--- src/rtl/c432_ack_pkg.sv ---
// Shared types and constants for the c432 interrupt-acknowledge decoder.
package c432_ack_pkg;

   typedef enum logic [2:0] {
      ST_IDLE,
      ST_FILTER,
      ST_REQ,
      ST_ACK,
      ST_WAIT_CLR
   } state_t;

   localparam logic [1:0] BUS_NONE = 2'd0;
   localparam logic [1:0] BUS_A    = 2'd1;
   localparam logic [1:0] BUS_B    = 2'd2;
   localparam logic [1:0] BUS_C    = 2'd3;

   localparam int NUM_CHAN = 9;
   localparam int VEC_W    = 6;

   typedef struct packed {
      logic [1:0] bus;
      logic [3:0] chan;
   } sample_t;

   // Fixed priority: A over B over C.
   function automatic logic [1:0] bus_sel(input logic pa, input logic pb, input logic pc);
      if (pa)      return BUS_A;
      else if (pb) return BUS_B;
      else if (pc) return BUS_C;
      else         return BUS_NONE;
   endfunction

endpackage

--- src/rtl/c432_ack_onehot.sv ---
// 4-bit channel code to 9-bit one-hot, with a flag for codes past the last channel.
module c432_ack_onehot
   import c432_ack_pkg::*;
(
   input  logic [3:0]          code,
   output logic [NUM_CHAN-1:0] onehot,
   output logic                invalid
);

   always_comb begin
      invalid = (code >= 4'(NUM_CHAN));
      for (int i = 0; i < NUM_CHAN; i++)
         onehot[i] = (code == 4'(i));
   end

endmodule

--- src/rtl/c432_ack_decoder.sv ---
// Filters the controller's bus/channel code, raises a CPU irq, and returns a
// one-hot ack pulse to the winning source; flags invalid codes and stuck requests.
module c432_ack_decoder
   import c432_ack_pkg::*;
#(
   parameter int STABLE_CYCLES = 2,
   parameter int ACK_CYCLES    = 2,
   parameter int TIMEOUT       = 255
)(
   input  logic                clk,
   input  logic                rst_n,
   input  logic                pa,
   input  logic                pb,
   input  logic                pc,
   input  logic [3:0]          chan,
   output logic                irq_o,
   output logic [VEC_W-1:0]    irq_vec_o,
   input  logic                irq_ack_i,
   output logic [NUM_CHAN-1:0] ack_a_o,
   output logic [NUM_CHAN-1:0] ack_b_o,
   output logic [NUM_CHAN-1:0] ack_c_o,
   output logic                err_o,
   input  logic                err_clr_i,
   output logic                busy_o
);

   state_t  state_q, state_d;
   sample_t smp_q, cand_q, cand_d, lat_q, lat_d;
   logic [3:0] scnt_q, scnt_d;
   logic [3:0] acnt_q, acnt_d;
   logic [7:0] tcnt_q, tcnt_d;
   logic       err_set;

   logic [3:0]          dec_code;
   logic [NUM_CHAN-1:0] dec_oh;
   logic                dec_inv;

   // The decoder checks the live sample while filtering, otherwise the latched code.
   assign dec_code = (state_q == ST_FILTER) ? smp_q.chan : lat_q.chan;

   c432_ack_onehot u_onehot (
      .code    (dec_code),
      .onehot  (dec_oh),
      .invalid (dec_inv)
   );

   always_comb begin
      state_d = state_q;
      cand_d  = cand_q;
      lat_d   = lat_q;
      scnt_d  = scnt_q;
      acnt_d  = acnt_q;
      tcnt_d  = tcnt_q;
      err_set = 1'b0;
      unique case (state_q)
         ST_IDLE: begin
            if (smp_q.bus != BUS_NONE) begin
               state_d = ST_FILTER;
               cand_d  = smp_q;
               scnt_d  = '0;
            end
         end
         ST_FILTER: begin
            if (smp_q.bus == BUS_NONE) begin
               state_d = ST_IDLE;
            end else if (smp_q == cand_q) begin
               scnt_d = scnt_q + 4'd1;
               if (int'(scnt_q) + 1 >= STABLE_CYCLES) begin
                  if (dec_inv) begin
                     err_set = 1'b1;
                     state_d = ST_IDLE;
                  end else begin
                     lat_d   = smp_q;
                     state_d = ST_REQ;
                  end
               end
            end else begin
               cand_d = smp_q;
               scnt_d = '0;
            end
         end
         ST_REQ: begin
            if (irq_ack_i) begin
               state_d = ST_ACK;
               acnt_d  = '0;
            end
         end
         ST_ACK: begin
            acnt_d = acnt_q + 4'd1;
            if (int'(acnt_q) + 1 >= ACK_CYCLES) begin
               state_d = ST_WAIT_CLR;
               tcnt_d  = '0;
            end
         end
         ST_WAIT_CLR: begin
            if (smp_q.bus == BUS_NONE || smp_q != lat_q) begin
               state_d = ST_IDLE;
            end else begin
               tcnt_d = tcnt_q + 8'd1;
               if (int'(tcnt_q) + 1 >= TIMEOUT) begin
                  err_set = 1'b1;
                  state_d = ST_IDLE;
               end
            end
         end
         default: state_d = ST_IDLE;
      endcase
   end

   always_ff @(posedge clk or negedge rst_n) begin
      if (!rst_n) begin
         state_q <= ST_IDLE;
         smp_q   <= '0;
         cand_q  <= '0;
         lat_q   <= '0;
         scnt_q  <= '0;
         acnt_q  <= '0;
         tcnt_q  <= '0;
      end else begin
         state_q <= state_d;
         smp_q   <= '{bus: bus_sel(pa, pb, pc), chan: chan};
         cand_q  <= cand_d;
         lat_q   <= lat_d;
         scnt_q  <= scnt_d;
         acnt_q  <= acnt_d;
         tcnt_q  <= tcnt_d;
      end
   end

   // Outputs are registered from the next state so they line up with it.
   always_ff @(posedge clk or negedge rst_n) begin
      if (!rst_n) begin
         irq_o     <= 1'b0;
         irq_vec_o <= '0;
         ack_a_o   <= '0;
         ack_b_o   <= '0;
         ack_c_o   <= '0;
         err_o     <= 1'b0;
         busy_o    <= 1'b0;
      end else begin
         irq_o     <= (state_d == ST_REQ);
         irq_vec_o <= (state_d == ST_REQ) ? lat_d : '0;
         ack_a_o   <= (state_d == ST_ACK && lat_d.bus == BUS_A) ? dec_oh : '0;
         ack_b_o   <= (state_d == ST_ACK && lat_d.bus == BUS_B) ? dec_oh : '0;
         ack_c_o   <= (state_d == ST_ACK && lat_d.bus == BUS_C) ? dec_oh : '0;
         busy_o    <= (state_d != ST_IDLE);
         if (err_set)        err_o <= 1'b1;
         else if (err_clr_i) err_o <= 1'b0;
      end
   end

endmodule

--- config.mk ---
export PLATFORM = sky130hd
export DESIGN_NAME = c432_ack_decoder
export DESIGN_NICKNAME = d
export VERILOG_FILES = /design/src/rtl/c432_ack_pkg.sv /design/src/rtl/c432_ack_onehot.sv /design/src/rtl/c432_ack_decoder.sv
export SDC_FILE = /design/constraint.sdc
export NUM_CORES = 1
export LEC_CHECK = 0
export CAP_MARGIN = 20
export CORE_ASPECT_RATIO = 2
export CORE_UTILIZATION = 59
export CTS_CLUSTER_SIZE = 28
export DETAILED_ROUTE_END_ITERATION = 10
export PLACE_DENSITY_LB_ADDON = 0.3
export SLEW_MARGIN = 20
export SYNTH_ARGS = -nofsm -noshare
export SYNTH_HDL_FRONTEND = slang
export SYNTH_SLANG_ARGS = --single-unit
--- constraint.sdc ---
create_clock -name clk -period 3.3 [get_ports clk]
set_clock_uncertainty 0.2 [all_clocks]
set_input_delay 0.495 -clock clk [delete_from_list [all_inputs] [get_ports clk]]
set_output_delay 0.495 -clock clk [all_outputs]
set_load 0.01 [all_outputs]
==> flow_metrics.py, run 1 <==
metrics = {
    "hold_path": {
        "hold_path.startpoint": "scnt_q[3]$_DFFE_PN0P_",
        "hold_path_class": "flop to flop",
        "worstHoldPathCells": 1,
        "min_to": "scnt_q[3]$_DFFE_PN0P_",
    },
    "clock_tree": {
        "cts.sinks": 73,
        "post-cts-setup-buffers": 0,
        "cts_hold_buf": 1,
        "clk_pin_slew_ns": 0.07,
        "cts_buffer_depth": 2,
        "cts_buffers": 9,
        "htree_num_levels": 3,
        "cts_root_buf": "clkbuf_8",
        "cts_tree": "yes",
        "clock_latency_ns": 0.35,
        "cts.repair.resized": 0,
    },
    "critical_path": {
        "critical_path.top_delay_family": "compound AO/OA/AOI/OAI gates",
        "cp_cell_sequence": "nor3b_4 -> buf_4 -> mux2i_1 -> buf_4 -> o21a_1 -> nand4b_4 -> a21oi_1",
        "path_buf_inv": 2,
        "cpMostUsedCell": "buf_4",
        "worst_r2r_endpoint": "ack_b_o[6]$_DFF_PN0_",
        "worstSetupPathType": "flop to flop",
        "crit_path_end_kind": "flop",
        "cp_max_fo": 13,
        "slowest_stage": "dfrtp_1",
        "r2r_start": "state_q[0]$_DFF_PN0_",
        "cp.arrival_ns": 2.70,
        "r2r_slack_ns": 0.65,
        "ff2ff_path_depth": 7,
        "crit_path_max_incr_delay_ns": 0.48,
        "startpoint_type": "flop",
        "worstPathRequired_ns": 3.36,
    },
    "power": {
        "p_seq_share_pct": 50.8,
        "p_comb_share_pct": 7.9,
        "p_int_mw": 1.42,
        "pwr-share-clk_pct": 41.3,
        "netSwitchingFraction_pct": 22.9,
        "ir_drop_v": 0.000554,
        "p_per_area_nw_per_um2": 442,
        "leakage_nw": 1.82,
        "power.switching_mw": 0.423,
    },
    "die": {
        "die_x_um": 55.8,
        "start_util_pct": 62.0,
        "die_area_um2": 6120,
        "io_pins": 47,
        "row_count": 38,
        "fp.dieH_um": 110,
        "core_area_um2": 5520,
    },
    "grt": {
        "met3_usage_pct": 5.29,
        "overflow": 0,
        "grt_max_degree": 31,
        "grt_pass1_wl_mm": 12.7,
        "grt_pass1_vias": 2721,
        "use_met1_pct": 27.5,
        "global_route.peak_usage_layer": "met2",
        "grt_use_total_pct": 27.9,
        "grtUsageMet2_pct": 53.2,
        "antenna_found_initial": 0,
    },
    "finish": {
        "area_growth_pct": 22.1,
        "drive_gt1_share_pct": 10.3,
        "fin_area_um2": 4170,
        "mostFrequentLayoutCells": "73 x dfrtp_1, 45 x clkdlybuf4s50_1, 35 x nand2_1, 29 x nand3_1, 26 x o21ai_0",
        "regArea_um2": 1830,
        "multiInputGateArea_um2": 1490,
        "fin_cells": 448,
        "fill_cells": 398,
        "nets": 400,
        "diodes": 0,
        "final_common_cell": "dfrtp_1",
    },
    "route": {
        "drt-initial-drc-count": 89,
        "wl_per_cell_um": 16.9,
        "wirelength_mm": 7.55,
        "firstDrtPassIters": 5,
        "routed_via_density": 6.02,
        "ant_nets": 0,
        "post-route-drc-count": 0,
        "vias": 2699,
    },
    "synthesis": {
        "synthesis.area_um2": 3420,
        "synthArstFlopShare_pct": 100,
        "synthCells": 329,
        "synth_flop_cell": "dfrtp_1",
        "ys_ff_latch": 73,
        "yosysWarnings": 0,
        "syn_nets": 346,
        "post_synth.cell_area_avg_um2": 10.4,
        "ys_types": 53,
        "ys_seq_area_share_pct": 53.4,
        "synth_edf_count": 0,
    },
    "timing": {
        "layout_worst_path_cycle_share_pct": 80.2,
        "finalMaxSlewViolations": 0,
        "tightest_slew_ns": 0.658,
        "fin_crit_ns": 2.65,
        "slew_headroom_pct": 56.1,
        "setup_viol": 0,
        "rsz0062_at_grt": "no",
        "max_freq_ghz": 0.378,
        "final.setup.tns_ns": 0,
        "finalHoldViolations": 0,
    },
    "placement": {
        "place_inst": 431,
        "placed_cell_area_um2": 3940,
        "io_buffers": 46,
        "gp_congestion": 0.959,
        "dp_hpwl_mm": 5.68,
    },
    "run_status": {
        "status": "completed",
    },
    "job": {
        "max_cap_violations": 0,
    },
}
registers in the layout, summed over array words and instances, names as in the netlist:
register	flops
ack_a_o	9
ack_b_o	9
ack_c_o	9
acnt_q	4
busy_o	1
cand_q	6
err_o	1
irq_o	1
irq_vec_o	6
lat_q	6
scnt_q	4
smp_q	6
state_q	3
tcnt_q	8
metal layers:
layer | wire length [um] | vias to the layer above | part of all wire [%]
li1 | - | 1276 | -
met3 | 238 | 27 | 3.2
met2 | 4360 | 82 | 58
met1 | 2550 | 1314 | 34
met5 | 0 | - | 0
met4 | 406 | 0 | 5.4
layout make-up:
type                       instances  share of cell area [%]
clock buffer                      15                    4.71
clock inverter                     1                   0.719
inverter                           9                   0.809
multi-input combinational        236                    35.8
sequential                        73                    43.8
tap                               60                    1.80
timing repair buffer              54                    12.4
through the flow:
step                      util (%)  total power [mW]  hold WS, ns  setup slack [ns]
after floorplan                  -              1.04    -0.000591              1.13
after global placement        71.4              1.09        0.276             0.761
after detailed placement      71.4              1.10        0.282             0.726
after CTS                     75.7              1.85        0.292             0.686
after global routing          75.7              1.91        0.317             0.461
final                         75.7              1.84        0.298             0.654
power groups by stage:
stage,Combinational [mW],Sequential [mW],Clock (mW)
after floorplan,0.0992,0.940,0
after global placement,0.140,0.951,0
after detailed placement,0.145,0.953,0
after CTS,0.146,0.936,0.770
after global routing,0.163,0.938,0.808
final,0.146,0.936,0.762
cell usage after synthesis, types with 3 or more instances:
cell | number | share of area [%]
a21oi_1 | 24 | 3.5
nand3_1 | 29 | 4.2
nor2_1 | 16 | 1.8
and2_1 | 3 | 0.55
o21a_1 | 5 | 1.1
xnor2_1 | 12 | 3.1
nor3_1 | 14 | 2.0
and3_1 | 3 | 0.55
o21ai_1 | 4 | 0.59
xor2_1 | 3 | 0.77
nand2_1 | 35 | 3.8
a211oi_1 | 4 | 0.88
buf_2 | 5 | 0.73
ha_1 | 6 | 2.2
nor2b_1 | 3 | 0.55
mux2_2 | 3 | 0.99
nor4_1 | 3 | 0.55
inv_1 | 8 | 0.88
mux2i_1 | 4 | 1.2
o21ai_0 | 26 | 3.8
dfrtp_1 | 73 | 53
nand2b_1 | 3 | 0.55
how the worst max path moves through the flow:
stage | end | from | cells past startpoint | slack, ns
floorplan | ack_a_o[0]$_DFF_PN0_ | scnt_q[0]$_DFFE_PN0P_ | 7 | 1.13
global placement | irq_vec_o[5]$_DFF_PN0_ | state_q[0]$_DFF_PN0_ | 7 | 0.76
detailed placement | ack_b_o[6]$_DFF_PN0_ | state_q[0]$_DFF_PN0_ | 7 | 0.73
CTS | ack_b_o[6]$_DFF_PN0_ | state_q[0]$_DFF_PN0_ | 7 | 0.69
global route | ack_b_o[6]$_DFF_PN0_ | state_q[0]$_DFF_PN0_ | 7 | 0.46
finish | ack_b_o[6]$_DFF_PN0_ | state_q[0]$_DFF_PN0_ | 7 | 0.65
cell families after synthesis:
| kind of cell | Yosys count | synth area share [%] |
|---|---|---|
| flip-flops | 73 | 53.4 |
| XOR/XNOR | 15 | 3.84 |
| multiplexers | 8 | 2.60 |
| adder cells (fa/ha/maj) | 6 | 2.20 |
| buffers and inverters | 20 | 2.85 |
| AND/OR/NAND/NOR | 122 | 18.7 |
| AO/OA/AOI/OAI | 85 | 16.3 |
Power figures use the tool's default switching activity.
==> run 2, diff against run 1 <==
Settings changed: CORE_UTILIZATION 59 to 49.
Clock period 3.3 ns to 2.3 ns, I/O delays scaled along.
==> flow_metrics.py, run 2 (synthesis results as in run 1) <==
metrics = {
    "hold_path": {
        "hold_path_class": "input port to flop",
        "min_to": "smp_q[1]$_DFF_PN0_",
        "hold_path.startpoint": "chan[1]",
        "worstHoldPathCells": 1,
    },
    "power": {
        "p_per_area_nw_per_um2": 665,
        "leakage_nw": 2.01,
        "ir_drop_v": 0.000418,
    },
    "timing": {
        "setup_viol": 0,
        "finalMaxSlewViolations": 0,
        "layout_worst_path_cycle_share_pct": 96.8,
        "holdWs_ns": 0.257,
        "fin_crit_ns": 2.23,
        "setup_slack_ns": 0.0745,
        "finalHoldViolations": 0,
        "rsz0062_at_grt": "yes",
        "slew_headroom_pct": 65.1,
        "tightest_slew_ns": 0.523,
        "max_freq_ghz": 0.449,
    },
    "route": {
        "wl_met1_mm": 2.88,
        "firstDrtPassIters": 5,
        "ant_nets": 0,
        "post-route-drc-count": 0,
        "wl_per_cell_um": 16.5,
        "drt-initial-drc-count": 125,
        "routed_via_density": 5.65,
        "wirelength_mm": 8.38,
        "highest_layer": "met4",
        "vias": 2867,
        "wl_met2_mm": 4.82,
        "wl_met3_um": 256,
    },
    "grt": {
        "grt_pass1_wl_mm": 13.5,
        "grt_use_total_pct": 25.4,
        "overflow": 0,
        "grt_pass1_vias": 3001,
        "antenna_found_initial": 0,
        "grt_max_degree": 30,
    },
    "clock_tree": {
        "cts_tree": "yes",
        "cts_buffer_depth": 2,
        "cts_root_buf": "clkbuf_16",
        "cts_buffers": 9,
        "htree_num_levels": 3,
        "cts.sinks": 73,
        "clk_pin_slew_ns": 0.06,
        "clock_latency_ns": 0.34,
    },
    "die": {
        "core_area_um2": 6670,
        "die_area_um2": 7330,
        "start_util_pct": 51.2,
        "io_pins": 47,
        "fp.dieH_um": 120,
        "row_count": 42,
        "die_x_um": 61.1,
    },
    "finish": {
        "fill_cells": 509,
        "area_growth_pct": 36.1,
        "multiInputGateArea_um2": 1580,
        "reg.largest.list": "ack_a_o x9, ack_b_o x9, ack_c_o x9",
        "nets": 431,
        "diodes": 0,
        "regArea_um2": 1830,
        "mostFrequentLayoutCells": "70 x dfrtp_1, 45 x clkdlybuf4s50_1, 35 x nand2_1, 34 x buf_4, 29 x nand3_1",
        "final_common_cell": "dfrtp_1",
        "drive_gt1_share_pct": 21.2,
    },
    "critical_path": {
        "ff2ff_path_depth": 6,
        "worstPathRequired_ns": 2.31,
        "r2r_slack_ns": 0.07,
        "startpoint_type": "flop",
        "worstSetupPathType": "flop to flop",
        "cp_max_fo": 7,
        "cp_cell_sequence": "nor3b_4 -> mux2_4 -> o21a_4 -> buf_4 -> a21oi_4 -> a211oi_1",
        "r2r_start": "state_q[1]$_DFF_PN0_",
        "crit_path_max_incr_delay_ns": 0.45,
        "crit_path_end_kind": "flop",
        "slowest_stage": "dfrtp_2",
        "worst_r2r_endpoint": "irq_vec_o[5]$_DFF_PN0_",
        "cp.arrival_ns": 2.23,
    },
    "placement": {
        "post-place-ws_ns": 0.0199,
        "gp_congestion": 0.924,
        "dp_hpwl_mm": 6.02,
        "io_buffers": 46,
    },
    "run_status": {
        "status": "completed",
    },
    "job": {
        "max_cap_violations": 0,
    },
}
-- run 2: cell types whose count changed in the layout (fill, tap and decap cells not counted), moves of 3 or more --
cell	delta
buf_4	+27
clkbuf_8	-14
clkbuf_16	+9
buf_12	+3
dfrtp_1	-3
dfrtp_2	+3
-- run 2: worst max path at each step --
stage	cells past startpoint	end	from
2_1_floorplan	7	ack_a_o[0]$_DFF_PN0_	scnt_q[0]$_DFFE_PN0P_
3_3_place_gp	6	ack_b_o[4]$_DFF_PN0_	acnt_q[0]$_DFFE_PN0P_
3_5_place_dp	7	ack_a_o[6]$_DFF_PN0_	scnt_q[1]$_DFFE_PN0P_
4_1_cts	7	irq_vec_o[4]$_DFF_PN0_	scnt_q[1]$_DFFE_PN0P_
5_1_grt	6	irq_vec_o[5]$_DFF_PN0_	state_q[1]$_DFF_PN0_
6_report	6	irq_vec_o[5]$_DFF_PN0_	state_q[1]$_DFF_PN0_
-- run 2: timing repair --
action	in CTS	in global routing
pin swaps	0	4
endpoints found under the hold margin	19	0
endpoints found under the setup margin	2	36
gates resized for setup	2	18
hold buffers	1	0
cloned	0	1
setup buffers	0	5
-- run 2: cell type report --
class	instances	share of cell area (%)
repair buffers	84	16.8
multi-input cells	237	33.9
inverters	9	0.726
clock buffers	9	4.84
clock inverters	7	2.02
flip-flops and latches	73	39.4
well taps	88	2.37
-- run 2: where the power goes --
group	total [mW]	internal (mW)	switching, mW
sequential	1.34	1.31	0.0297
combinational	0.275	0.120	0.155
clock	1.48	0.948	0.531
total	3.09	2.38	0.716
-- run 2: metal layers --
layer	up-vias	GRT usage, %
li1	1349	-
met1	1417	23.8
met2	71	46.1
met3	30	5.39
met4	0	16.2
met5	-	0
-- run 2: per-stage QoR --
stage	utilization [%]	instance area (um2)	instances	setup TNS [ns]	total power, mW
4_1_cts	68.0	4540	501	0	3.08
3_3_place_gp	62.9	4200	484	0	1.60
3_5_place_dp	62.9	4200	484	0	1.61
6_report	69.7	4650	507	0	3.09
2_1_floorplan	-	3420	329	0	1.49
5_1_grt	69.7	4650	507	-0.139	3.19
-- run 2: worst max-delay path, delay by kind of cell, from the launching register on --
family                 cells  cell delay (ns)
AO/OA/AOI/OAI              3             0.57
buffers and inverters      1             0.14
flip-flops                 1             0.45
multiplexers               1             0.40
AND/OR/NAND/NOR            1             0.32
